$ cat src/rtl/uart_bram_tx.sv
// uart_bram_tx: streams a block of bytes from a synchronous buffer (one-clock
// read latency) out of an 8N1 UART transmitter.
//
// Handshake: start is a single-cycle request sampled only while busy=0.
// Accepting it latches base_addr and len. busy stays high until the last stop
// bit has completed. done pulses for exactly one clock when the block
// finishes, including an empty block (len=0).
//
// Timeline for a block accepted at edge E0:
//   E0      raddr <= base_addr, state FETCH (buffer read in flight)
//   E1      state LOAD (rdata now valid for base_addr)
//   E2      shift register <= rdata, tx <= 0 (start bit), state START
//   then    START / DATA x8 / STOP, each held CLKS_PER_BIT clocks.
// While byte k is on the line, the next address is issued on the first data
// bit and the returned byte is parked in a holding register. The STOP->START
// transition then needs no buffer access, so frames go out back-to-back.
`timescale 1ns/1ps

module uart_bram_tx #(
  parameter int ADDR_WIDTH   = 6,
  parameter int DATA_WIDTH   = 8,
  parameter int CLKS_PER_BIT = 868
) (
  input  logic                  clk,
  input  logic                  rst_n,
  input  logic                  start,
  input  logic [ADDR_WIDTH-1:0] base_addr,
  input  logic [ADDR_WIDTH:0]   len,
  output logic [ADDR_WIDTH-1:0] raddr,
  input  logic [DATA_WIDTH-1:0] rdata,
  output logic                  tx,
  output logic                  busy,
  output logic                  done
);

  // Bit-timing counter is just wide enough to hold CLKS_PER_BIT-1.
  localparam int CNT_W = (CLKS_PER_BIT > 1) ? $clog2(CLKS_PER_BIT) : 1;
  localparam logic [CNT_W-1:0] BIT_RELOAD = CNT_W'(CLKS_PER_BIT - 1);
  localparam logic [CNT_W-1:0] CNT_ONE    = CNT_W'(1);
  localparam logic [2:0]       LAST_BIT   = 3'(DATA_WIDTH - 1);
  localparam logic [ADDR_WIDTH:0] ONE_LEFT = {{ADDR_WIDTH{1'b0}}, 1'b1};
  localparam logic [ADDR_WIDTH:0] NONE     = '0;

  typedef enum logic [2:0] {
    S_IDLE  = 3'd0,
    S_FETCH = 3'd1,
    S_LOAD  = 3'd2,
    S_START = 3'd3,
    S_DATA  = 3'd4,
    S_STOP  = 3'd5
  } state_t;

  state_t                state_q, state_d;
  logic [CNT_W-1:0]      cnt_q, cnt_d;
  logic [2:0]            bit_q, bit_d;
  logic [DATA_WIDTH-1:0] shift_q, shift_d;
  logic [DATA_WIDTH-1:0] hold_q, hold_d;
  logic [ADDR_WIDTH-1:0] raddr_q, raddr_d;
  logic [ADDR_WIDTH:0]   rem_q, rem_d;
  logic [1:0]            pend_q, pend_d;
  logic                  tx_q, tx_d;
  logic                  done_q, done_d;
  logic                  bit_end;

  // Current bit period expires on this clock.
  assign bit_end = (cnt_q == '0);

  // Next-state, datapath and output computation for the transmit sequencer.
  always_comb begin
    state_d = state_q;
    cnt_d   = cnt_q;
    bit_d   = bit_q;
    shift_d = shift_q;
    hold_d  = hold_q;
    raddr_d = raddr_q;
    rem_d   = rem_q;
    tx_d    = tx_q;
    done_d  = 1'b0;
    // pend tracks a prefetch: bit0 = address issued, bit1 = data arriving.
    pend_d  = {pend_q[0], 1'b0};

    // Prefetched byte is valid on rdata two clocks after its address.
    if (pend_q[1]) begin
      hold_d = rdata;
    end

    case (state_q)
      S_IDLE: begin
        tx_d = 1'b1;
        if (start) begin
          if (len == NONE) begin
            // Empty block: report completion without touching the line.
            done_d = 1'b1;
          end else begin
            raddr_d = base_addr;
            rem_d   = len;
            state_d = S_FETCH;
          end
        end
      end

      S_FETCH: begin
        // Buffer read of base_addr is in flight.
        state_d = S_LOAD;
      end

      S_LOAD: begin
        shift_d = rdata;
        tx_d    = 1'b0;
        cnt_d   = BIT_RELOAD;
        state_d = S_START;
      end

      S_START: begin
        if (bit_end) begin
          tx_d    = shift_q[0];
          shift_d = shift_q >> 1;
          bit_d   = 3'd0;
          cnt_d   = BIT_RELOAD;
          state_d = S_DATA;
          // Issue the next byte's address only if another byte follows.
          if (rem_q > ONE_LEFT) begin
            raddr_d   = raddr_q + 1'b1;
            pend_d[0] = 1'b1;
          end
        end else begin
          cnt_d = cnt_q - CNT_ONE;
        end
      end

      S_DATA: begin
        if (bit_end) begin
          cnt_d = BIT_RELOAD;
          if (bit_q == LAST_BIT) begin
            tx_d    = 1'b1;
            state_d = S_STOP;
          end else begin
            tx_d    = shift_q[0];
            shift_d = shift_q >> 1;
            bit_d   = bit_q + 3'd1;
          end
        end else begin
          cnt_d = cnt_q - CNT_ONE;
        end
      end

      S_STOP: begin
        if (bit_end) begin
          if (rem_q == ONE_LEFT) begin
            tx_d    = 1'b1;
            done_d  = 1'b1;
            rem_d   = NONE;
            state_d = S_IDLE;
          end else begin
            // Next frame's start bit follows the stop bit with no gap.
            tx_d    = 1'b0;
            shift_d = hold_q;
            rem_d   = rem_q - ONE_LEFT;
            cnt_d   = BIT_RELOAD;
            state_d = S_START;
          end
        end else begin
          cnt_d = cnt_q - CNT_ONE;
        end
      end

      default: begin
        tx_d    = 1'b1;
        state_d = S_IDLE;
      end
    endcase
  end

  // State and datapath registers; reset aborts any block in flight.
  always_ff @(posedge clk or negedge rst_n) begin
    if (!rst_n) begin
      state_q <= S_IDLE;
      cnt_q   <= '0;
      bit_q   <= '0;
      shift_q <= '0;
      hold_q  <= '0;
      raddr_q <= '0;
      rem_q   <= '0;
      pend_q  <= '0;
      tx_q    <= 1'b1;
      done_q  <= 1'b0;
    end else begin
      state_q <= state_d;
      cnt_q   <= cnt_d;
      bit_q   <= bit_d;
      shift_q <= shift_d;
      hold_q  <= hold_d;
      raddr_q <= raddr_d;
      rem_q   <= rem_d;
      pend_q  <= pend_d;
      tx_q    <= tx_d;
      done_q  <= done_d;
    end
  end

  assign raddr = raddr_q;
  assign tx    = tx_q;
  assign done  = done_q;
  assign busy  = (state_q != S_IDLE);

endmodule

$ cat config.mk
export PLATFORM = sky130hd
export DESIGN_NAME = uart_bram_tx
export DESIGN_NICKNAME = d
export VERILOG_FILES = /design/src/rtl/uart_bram_tx.sv
export SDC_FILE = /design/constraint.sdc
export NUM_CORES = 1
export LEC_CHECK = 0
export ABC_CLOCK_PERIOD_IN_PS = 2300
export BUFFER_PORTS_ARGS = -buffer_cell sky130_fd_sc_hd__clkbuf_2
export CORE_MARGIN = 1
export CORE_UTILIZATION = 45
export DETAILED_ROUTE_END_ITERATION = 12
export PLACE_DENSITY = 0.7
export SLEW_MARGIN = 20
export SYNTH_ARGS = -nofsm -noshare
export SYNTH_HDL_FRONTEND = slang
export SYNTH_SLANG_ARGS = --single-unit
$ cat constraint.sdc
create_clock -name clk -period 2.3 [get_ports clk]
set_input_delay 0.23 -clock clk [delete_from_list [all_inputs] [get_ports clk]]
set_output_delay 0.23 -clock clk [all_outputs]
set_load 0.01 [all_outputs]
==> results.yml <==
cells_and_area:
  layout-drive-gt1-share_pct: 26.7
  syn_to_final_growth_pct: 16.0
  antennaDiodeCount: 0
  nets: 389
  fin_util_pct: 54.6
logic_synthesis:
  postSynthAreaPerCell_um2: 9.70
  ys_seq_area_share_pct: 40.6
  synth-async-reset-ratio_pct: 100
  yosys_warnings: 0
  syn_nets: 342
  synth_flop_cell: "dfrtp_1"
  netlist_area_um2: 3030
  synth-edff-count: 0
  synth_cells: 312
  synth_seq_cells: 49
  yosysUniqueCellTypes: 63
global_route:
  grt_max_degree: 34
  grt.overflow.total: 0
  grt.busiest_layer: "met2"
  grt_pass1_vias: 2623
  gr-usage-met1_pct: 33.3
  antenna_found_initial: 0
  grt_pass1_wl_um: 13100
  met3_usage_pct: 3.66
  use_met2_pct: 35.2
  gr-usage-all-layers_pct: 23.1
routing:
  vias: 2776
  drcViolationCount: 0
  ant_nets: 0
  drt_iter0_markers: 156
  vias_per_cell: 6.35
  firstDrtPassIters: 5
  wl_um: 7690
  post_drt_wl_per_cell_um: 17.6
clocking:
  hold_buffers: 0
  cts-root-buf: "clkbuf_8"
  cts_buffer_depth: 2
  cts_tree: "yes"
  cts.clk_slew.worst_paths_ns: 0.09
  ctsResizeCount: 0
  clk_latency_ns: 0.31
  cts_buffers: 5
  cts_sinks: 49
  htreeDepth: 2
  cts_setup_buffers: 0
setup_path:
  crit_arrival_ns: 2.35
  critical_path_class: "register to register"
  required_ns: 2.50
  rrSetupSlack_ns: 0.15
  r2r_cells: 5
  startpoint_type: "register"
  r2r-end: "shift_q[5]"
  reg2reg_from: "bit_q[0]"
  cp_max_fo: 9
  end_kind: "register"
sta:
  rsz0062_at_grt: "no"
  hold_viol_final: 1
  slew_headroom_pct: 45.5
  setup_viol: 0
  worst_pin_slew_ns: 0.818
  post-route-min-period_ns: 2.15
  hold_ws_ns: -0.00103
  max_clock_freq_mhz: 466
  tns_ns: 0
  clock-skew-final_ns: 0.00433
  fin_crit_sh_pct: 93.3
  slew_viol_final: 0
die:
  io_pins: 33
  row_count: 29
  start_util_pct: 47.1
  die_y_um: 84.0
  core-area_um2: 6420
  dieArea_um2: 7060
  die_w_um: 84.0
placed_design:
  portBuffers: 32
  hpwl_um: 5700
  place_congestion: 0.925
power:
  vdd_drop_max_mv: 0.313
  p_total_mw: 1.58
  power_density_nw_per_um2: 449
  p_leak_nw: 1.51
run_status:
  status: "complete, but fails checks"
  violations: "hold timing"
min_path:
  hp-class: "input port to asynchronous set/reset pin"
job:
  max-cap-violations: 0
## how the worst max path moves through the flow
| stage | end | start |
|---|---|---|
| after global routing | shift_q[2] | bit_q[0] |
| after CTS | shift_q[5] | bit_q[0] |
| final | shift_q[5] | bit_q[0] |
| after global placement | shift_q[1] | bit_q[0] |
| after floorplan | shift_q[0] | cnt_q[0] |
| after detailed placement | shift_q[5] | bit_q[0] |
## state kept, by name (all words and copies together), names as in the netlist
name,count
cnt_q,10
hold_q,8
shift_q,8
rem_q,7
raddr,6
bit_q,3
state_q,3
pend_q,2
done,1
tx,1
## area by class of cell
type                    count  area, um2
fillers                   576       2910
multi-input cells         230       1660
flip-flops and latches     49       1230
repair buffers             58        355
well taps                  77       96.3
clock buffers               6       72.6
inverters                  15       56.3
clock inverters             2       38.8
## cells in the mapped netlist, types with 2 or more instances
cell type	number	area, um2
o211ai_1	5	37.5
a211oi_1	5	37.5
nor2_1	12	45.0
and2_1	6	37.5
o2bb2a_1	2	20.0
buf_2	4	20.0
a32oi_1	3	26.3
o22ai_1	13	81.3
and4_1	4	35.0
o22a_1	3	26.3
a221oi_1	2	17.5
o221ai_1	8	70.1
inv_1	14	52.6
a22oi_1	12	90.1
a2bb2oi_1	2	17.5
nand3_1	11	55.1
ha_1	6	75.1
xnor2_1	2	17.5
nand2b_1	4	25.0
a31oi_1	5	31.3
o2bb2ai_1	2	17.5
nand4_1	7	43.8
o21ai_0	20	100
mux2i_1	2	20.0
nor3_1	6	30.0
a21o_1	2	15.0
nor4_2	2	25.0
mux2_2	17	191
a211o_1	2	17.5
nor4_1	5	31.3
dfrtp_1	48	1200
clkbuf_1	12	45.0
a21oi_1	7	35.0
nand3b_1	2	15.0
nor2b_1	3	18.8
and3b_1	2	17.5
a22o_1	2	17.5
nand2_1	18	67.6
and3_1	6	37.5
## cells by family after synthesis
kind of cell	synth area share, %
compound gates	26.2
simple gates	18.7
flops	40.6
buf+inv	4.51
mux	6.99
fa+ha+maj	2.48
xor+xnor	0.579
## worst max-delay path: stages, from the launching register on
cell and delay [ns]:
dfrtp_1 0.40, ha_1 0.20, ha_1 0.22, or3_4 0.40, a32oi_4 0.43, mux2_2 0.39
## power breakdown
part / internal [mW] / switching [mW] / leakage [nW]
Clock: 0.327 / 0.301 / 0.0554
Sequential: 0.870 / 0.00865 / 0.597
Combinational: 0.0330 / 0.0377 / 0.862
## layer usage
layer | part of all wire [%] | wire (um) | up-vias
met1 | 47 | 3610 | 1356
met5 | 0 | 0 | -
met4 | 1.6 | 120 | 0
li1 | - | - | 1313
met2 | 46 | 3510 | 94
met3 | 5.9 | 450 | 13
## per-stage QoR
step	cells	instance area, um2	setup WS, ns
2_1_floorplan	312	3030	0.287
3_3_place_gp	429	3400	0.236
3_5_place_dp	429	3400	0.176
4_1_cts	437	3510	0.151
5_1_grt	437	3510	0.0806
6_report	437	3510	0.153
## placed cells by master (no fill, tap or decap), types with 5 or more instances in the layout
cell type / count
nor2_1: 12
and2_1: 6
dfrtp_1: 48
nand3_1: 11
ha_1: 6
clkbuf_8: 5
and3_1: 6
a22oi_1: 12
a211oi_1: 5
o21ai_0: 20
a21oi_1: 7
o211ai_1: 5
o221ai_1: 8
inv_1: 14
nand4_1: 7
nor4_1: 5
nor3_1: 6
nand2_1: 18
a31oi_1: 5
clkbuf_2: 32
mux2_2: 17
o22ai_1: 13
buf_4: 26
Note: power is estimated with default switching activity, not from simulation.
